### src/rtl/evu_counter_bank.sv
// evu_counter_bank: multi-channel hardware performance-counter bank.
//
// Each channel selects one pre-decoded event source, samples its per-cycle
// increment into a one-deep pipeline register (stage 1), then accumulates it
// into a wrapping counter (stage 2). The counter keeps a sticky overflow flag
// and a sticky threshold-reached flag. The CSR file programs the channels
// through a single write port and reads the counter values directly.
//
// Optional feature: define EVU_SNAPSHOT_EN to build the snapshot registers.
// Without it, snap_o is tied to 0 and snap_i is ignored.
//
// Ports:
//   clk_i, rst_ni  clock, asynchronous active-low reset
//   evt_inc_i      per-event increment, slice e is event e (slice 0 unused)
//   inhibit_i      global count inhibit, gates sampling only
//   wr_valid_i     configuration write strobe (always accepted)
//   wr_idx_i       target channel of the write
//   wr_type_i      0 CTRL, 1 COUNT, 2 THRESH, 3 CLEAR_FLAGS
//   wr_data_i      write data; CTRL uses bit 0 = enable, upper bits = select
//   count_o        packed counter values, channel c at [c*CntWidth +: CntWidth]
//   ovf_o          sticky overflow flags
//   irq_o          sticky threshold-reached flags
//   snap_o         packed snapshot values
//   snap_i         snapshot request

module evu_counter_bank #(
    parameter int unsigned NrCounters = 4,
    parameter int unsigned NrEvents   = 16,
    parameter int unsigned CntWidth   = 48,
    parameter int unsigned IncWidth   = 2,
    localparam int unsigned IdxWidth  = (NrCounters > 1) ? $clog2(NrCounters) : 1,
    localparam int unsigned SelWidth  = $clog2(NrEvents)
) (
    input  logic                           clk_i,
    input  logic                           rst_ni,
    input  logic [NrEvents*IncWidth-1:0]   evt_inc_i,
    input  logic                           inhibit_i,
    input  logic                           wr_valid_i,
    input  logic [IdxWidth-1:0]            wr_idx_i,
    input  logic [1:0]                     wr_type_i,
    input  logic [CntWidth-1:0]            wr_data_i,
    output logic [NrCounters*CntWidth-1:0] count_o,
    output logic [NrCounters-1:0]          ovf_o,
    output logic [NrCounters-1:0]          irq_o,
    output logic [NrCounters*CntWidth-1:0] snap_o,
    input  logic                           snap_i
);

    typedef enum logic [1:0] {
        WrCtrl   = 2'd0,
        WrCount  = 2'd1,
        WrThresh = 2'd2,
        WrClear  = 2'd3
    } wr_type_e;

    wr_type_e wr_type;
    assign wr_type = wr_type_e'(wr_type_i);

    logic                en_q     [NrCounters];
    logic                en_d     [NrCounters];
    logic [SelWidth-1:0] sel_q    [NrCounters];
    logic [SelWidth-1:0] sel_d    [NrCounters];
    logic [IncWidth-1:0] inc_q    [NrCounters];
    logic [IncWidth-1:0] inc_d    [NrCounters];
    logic [CntWidth-1:0] count_q  [NrCounters];
    logic [CntWidth-1:0] count_d  [NrCounters];
    logic [CntWidth-1:0] thresh_q [NrCounters];
    logic [CntWidth-1:0] thresh_d [NrCounters];
    logic                ovf_q    [NrCounters];
    logic                ovf_d    [NrCounters];
    logic                irq_q    [NrCounters];
    logic                irq_d    [NrCounters];

    always_comb begin
        for (int c = 0; c < NrCounters; c++) begin
            logic                wr_hit;
            logic [CntWidth:0]   sum;
            logic                set_ovf;
            logic                set_irq;
            logic [IncWidth-1:0] sampled;
            int                  sel_idx;

            wr_hit  = wr_valid_i && (wr_idx_i == IdxWidth'(c));
            sel_idx = int'(sel_q[c]);

            // Stage 1: pick the selected event; index 0 and out-of-range selects count nothing.
            sampled = '0;
            if (en_q[c] && (sel_idx != 0) && !inhibit_i && (sel_idx < int'(NrEvents))) begin
                sampled = evt_inc_i[sel_idx*IncWidth +: IncWidth];
            end

            // Stage 2: the extra sum bit is the carry out that marks a wrap.
            sum     = {1'b0, count_q[c]} + {{(CntWidth + 1 - IncWidth){1'b0}}, inc_q[c]};
            set_ovf = sum[CntWidth];
            // Only a below-to-at-or-above transition fires, including after a wrap.
            set_irq = (thresh_q[c] != '0) && (count_q[c] < thresh_q[c])
                      && (sum[CntWidth-1:0] >= thresh_q[c]);

            en_d[c]     = en_q[c];
            sel_d[c]    = sel_q[c];
            inc_d[c]    = sampled;
            count_d[c]  = sum[CntWidth-1:0];
            thresh_d[c] = thresh_q[c];
            ovf_d[c]    = ovf_q[c];
            irq_d[c]    = irq_q[c];

            if (wr_hit) begin
                unique case (wr_type)
                    WrCtrl: begin
                        en_d[c]  = wr_data_i[0];
                        sel_d[c] = wr_data_i[SelWidth:1];
                        // Flush so nothing sampled under the old selection lands later.
                        inc_d[c] = '0;
                    end
                    WrCount: begin
                        // A loaded value replaces the in-flight increment and never flags.
                        count_d[c] = wr_data_i;
                        set_ovf    = 1'b0;
                        set_irq    = 1'b0;
                    end
                    WrThresh: begin
                        thresh_d[c] = wr_data_i;
                    end
                    WrClear: begin
                        if (wr_data_i[0]) ovf_d[c] = 1'b0;
                        if (wr_data_i[1]) irq_d[c] = 1'b0;
                    end
                    default: ;
                endcase
            end

            // Set after clear so a simultaneous set event wins.
            if (set_ovf) ovf_d[c] = 1'b1;
            if (set_irq) irq_d[c] = 1'b1;
        end
    end

    always_ff @(posedge clk_i or negedge rst_ni) begin
        if (!rst_ni) begin
            for (int c = 0; c < NrCounters; c++) begin
                en_q[c]     <= 1'b0;
                sel_q[c]    <= '0;
                inc_q[c]    <= '0;
                count_q[c]  <= '0;
                thresh_q[c] <= '0;
                ovf_q[c]    <= 1'b0;
                irq_q[c]    <= 1'b0;
            end
        end else begin
            for (int c = 0; c < NrCounters; c++) begin
                en_q[c]     <= en_d[c];
                sel_q[c]    <= sel_d[c];
                inc_q[c]    <= inc_d[c];
                count_q[c]  <= count_d[c];
                thresh_q[c] <= thresh_d[c];
                ovf_q[c]    <= ovf_d[c];
                irq_q[c]    <= irq_d[c];
            end
        end
    end

    always_comb begin
        for (int c = 0; c < NrCounters; c++) begin
            count_o[c*CntWidth +: CntWidth] = count_q[c];
            ovf_o[c]                        = ovf_q[c];
            irq_o[c]                        = irq_q[c];
        end
    end

`ifdef EVU_SNAPSHOT_EN
    logic [CntWidth-1:0] snap_q [NrCounters];

    // Captures count_d so the snapshot matches what count_o shows next cycle.
    always_ff @(posedge clk_i or negedge rst_ni) begin
        if (!rst_ni) begin
            for (int c = 0; c < NrCounters; c++) begin
                snap_q[c] <= '0;
            end
        end else if (snap_i) begin
            for (int c = 0; c < NrCounters; c++) begin
                snap_q[c] <= count_d[c];
            end
        end
    end

    always_comb begin
        for (int c = 0; c < NrCounters; c++) begin
            snap_o[c*CntWidth +: CntWidth] = snap_q[c];
        end
    end
`else
    logic unused_snap;
    assign unused_snap = snap_i;
    assign snap_o      = '0;
`endif

endmodule

### config.mk
export PLATFORM = sky130hd
export DESIGN_NAME = evu_counter_bank
export DESIGN_NICKNAME = d
export VERILOG_FILES = /design/src/rtl/evu_counter_bank.sv
export SDC_FILE = /design/constraint.sdc
export NUM_CORES = 1
export LEC_CHECK = 0
export ABC_AREA = 1
export CAP_MARGIN = 20
export CORE_MARGIN = 2
export CORE_UTILIZATION = 35
export CTS_CLUSTER_DIAMETER = 40
export CTS_CLUSTER_SIZE = 14
export DETAILED_ROUTE_END_ITERATION = 10
export PLACE_DENSITY = 0.6
export SKIP_LAST_GASP = 1
export SLEW_MARGIN = 20
export SYNTH_ARGS = -nofsm -noshare
export SYNTH_HDL_FRONTEND = slang
export SYNTH_SLANG_ARGS = --single-unit
### constraint.sdc
create_clock -name clk_i -period 8.8 [get_ports clk_i]
set_clock_uncertainty 0.1 [all_clocks]
set_input_delay 1.76 -clock clk_i [delete_from_list [all_inputs] [get_ports clk_i]]
set_output_delay 1.76 -clock clk_i [all_outputs]
set_load 0.01 [all_outputs]
==> out/metrics.yaml <==
grt-ovfl-total: 0
period_share: 0.456
io_pins: 481
p_per_area_nw_per_um2: 260
final_util: 0.424
crit_arrival_ns: 4.40
rr_startpoint: "count_o[144]$_DFF_PN0_"
path_clk_slew_ns: 0.05
via_count: 33184
power.internal_w: 0.00626
grt_max_degree: 121
start_util: 0.353
antenna_left: 0
synth_flop_cell: "dfrtp_1"
startpoint: "wr_valid_i"
grt_pass1_vias: 31004
cp_max_fo: 58
die_x_um: 317
cts_htree_levels: 3
drt_pass1_iterations: 6
leakage_nw: 20.1
timing.fmax_mhz: 249
fin_crit_ns: 4.01
dieHeight_um: 317
async_flop_share: 1.00
yosys.area.top_type: "dfrtp_1"
path_class: "in -> reg"
std_cell_rows: 114
finalHoldViolations: 0
rsz0062_at_grt: "no"
setup_viol: 0
comb_power_share: 0.372
die_area_sq_um: 100000
seq_power_share: 0.292
globalplace.congestion: 0.990
grtUsageTotal: 0.266
cts_root_buffer: "clkbuf_16"
finalInstanceArea_sq_um: 41100
placed_area_sq_um: 37800
r2r_end: "irq_o[3]$_DFFE_PN0P_"
synth_top_cell_area_share: 0.307
critPathRequiredTime_ns: 9.19
postSynthAreaPerCell_sq_um: 6.94
cts_hold_buf: 0
endpoint_kind: "flop"
synth_edf_count: 0
status: "completed"
reg2reg_slack_ns: 4.80
multi_input_area_sq_um: 20100
netlist_area_sq_um: 34200
clock_latency_ns: 0.67
cts_tree: "yes"
clkPwrFrac: 0.336
drt-initial-drc-count: 3032
nets: 5717
ff_latch_area_sq_um: 10500
swShare: 0.414
grt_pass1_wl_mm: 197
fillers: 9954
cts_buffers: 91
finalNonFillerCells: 6602
max_stage_delay_ns: 0.79
worst_slew_pin_slew_ns: 1.01
worst-path-buf-inv: 2
via_per_inst: 5.03
crit_slowest_cell: "nor2_4"
ir_drop_mv: 0.138
relSlewSlack: 0.326
clockBufferDepth: 3
clock-sinks: 420
dp_hpwl_mm: 103
wl_per_cell_um: 20.4
min_path_type: "reg -> reg"
path_depth: 6
ys_ff_latch: 420
start_kind: "primary input"
postCtsSetupBuffers: 0
endpoint: "count_o[85]$_DFF_PN0_"
synth.distinct_cells: 48
drv_slew: 0
p_sw_w: 0.00443
netlist_instances: 4930
area.growth.synth_to_final_pct: 20.1
maxCapViolations: 0
r2r_cells: 21
antenna_found_initial: 13
layout-drive-gt1-share: 0.0497
ys_warn_count: 0
io_buffers: 287
cts_resized: 0
worstPathCellList: "clkdlybuf4s50_1, nand3_1, nor2_4, inv_2, nor2_1, a21oi_1"
drc: 0
fp.coreArea_sq_um: 96900
ys_seq_area_frac: 0.307
cp_top_family: "simple AND/OR/NAND/NOR gates"
setup_tns_ns: 0
synth_area_leaders: "dfrtp_1 31%, nand2_1 15%, ha_1 14%"
place_inst: 6419
drt-total-wl_mm: 135
## worst min path at each step
| stage | from | to | slack (ns) | depth (start not counted) |
|---|---|---|---|---|
| after floorplan | en_q[0]$_DFFE_PN0P_ | en_q[0]$_DFFE_PN0P_ | 0.35 | 2 |
| after global placement | en_q[0]$_DFFE_PN0P_ | en_q[0]$_DFFE_PN0P_ | 0.36 | 2 |
| after detailed placement | en_q[0]$_DFFE_PN0P_ | en_q[0]$_DFFE_PN0P_ | 0.36 | 2 |
| after CTS | en_q[0]$_DFFE_PN0P_ | en_q[0]$_DFFE_PN0P_ | 0.38 | 2 |
| after global routing | thresh_q[38]$_DFFE_PN0P_ | thresh_q[38]$_DFFE_PN0P_ | 0.40 | 2 |
| final | en_q[0]$_DFFE_PN0P_ | en_q[0]$_DFFE_PN0P_ | 0.38 | 2 |
## through the flow
step	power (W)	setup WS, ns	hold WS (ns)
6_report	0.0107	4.79	0.376
4_1_cts	0.0107	4.74	0.377
3_5_place_dp	0.00707	4.05	0.365
5_1_grt	0.0115	4.52	0.395
2_1_floorplan	0.00547	5.70	0.345
3_3_place_gp	0.00695	4.11	0.361
## per-layer routing
metal,up-vias,track usage,routed length [um],share of wire
met4,10,0.126,6840,0.051
met1,15458,0.351,57300,0.42
met2,1301,0.415,59300,0.44
met5,-,0,64,0.00047
met3,266,0.0564,11300,0.084
li1,16149,-,-,-
## cells in the mapped netlist (all sizes together), types with 2 or more instances
library cell and instances:
o211ai 13, nand3 159, nor2 545, o21ai 489
fa 4, a21o 27, nor4 5, a21oi 227
a31oi 3, ha 388, xnor2 18, or2 5
inv 665, clkbuf 74, buf 223, o21bai 14
nand4 93, o21a 13, nor3b 6, nand2 1348
xor2 91, nor3 89, a31o 3, and2 2
dfrtp 420
## cell type report
class,count,area share
multi-input cells,3739,0.489
flip-flops and latches,420,0.256
repair buffers,319,0.0768
inverters,665,0.0608
clock buffers,101,0.0573
well taps,1276,0.0389
clock inverters,69,0.0210
diodes,13,0.000792
## registers in the layout, indices dropped and copies added, names as in the netlist
register  flops
inc_q         8
irq_o         4
thresh_q    192
count_o     192
ovf_o         4
en_q          4
sel_q        16
## cell families (layout without fill, tap and decap cells)
group / Yosys count / count (layout) / synth area share
buffers and inverters: 962 / 1154 / 0.128
other: 1 / 205 / 0.000110
AOI/OAI and AO/OA: 791 / 791 / 0.122
and+or+nand+nor: 2255 / 2255 / 0.270
xor gates and xnor gates: 109 / 109 / 0.0283
adders and majority gates: 392 / 392 / 0.144
DFF: 420 / 420 / 0.307
## placed cells by master, fill, tap and decap left out, types with 14 or more instances in the layout
cell type	n
nand2_1	1338
inv_1	653
nor2_1	526
o21ai_0	438
dfrtp_1	420
ha_1	388
clkdlybuf4s50_1	286
a21oi_1	225
conb_1	192
nand3_1	156
nand4_1	92
clkbuf_16	92
xor2_1	90
nor3_1	80
o21ai_1	49
buf_4	29
a21o_1	27
xnor2_1	17
o21bai_1	14
inv_8	14
clkinvlp_4	14
## power by group through the flow
stage	Sequential [W]	Combinational (W)	Clock (W)
finish	0.00312	0.00397	0.00360
global route	0.00318	0.00456	0.00373
CTS	0.00311	0.00396	0.00363
global placement	0.00313	0.00382	0
detailed placement	0.00313	0.00394	0
floorplan	0.00291	0.00256	0
## tightest hold or removal path: stages (launching register included)
cell and delay, ns:
dfrtp_1 0.33, nand2_1 0.05, o21ai_0 0.06
Note: power is estimated with default switching activity, not from simulation.
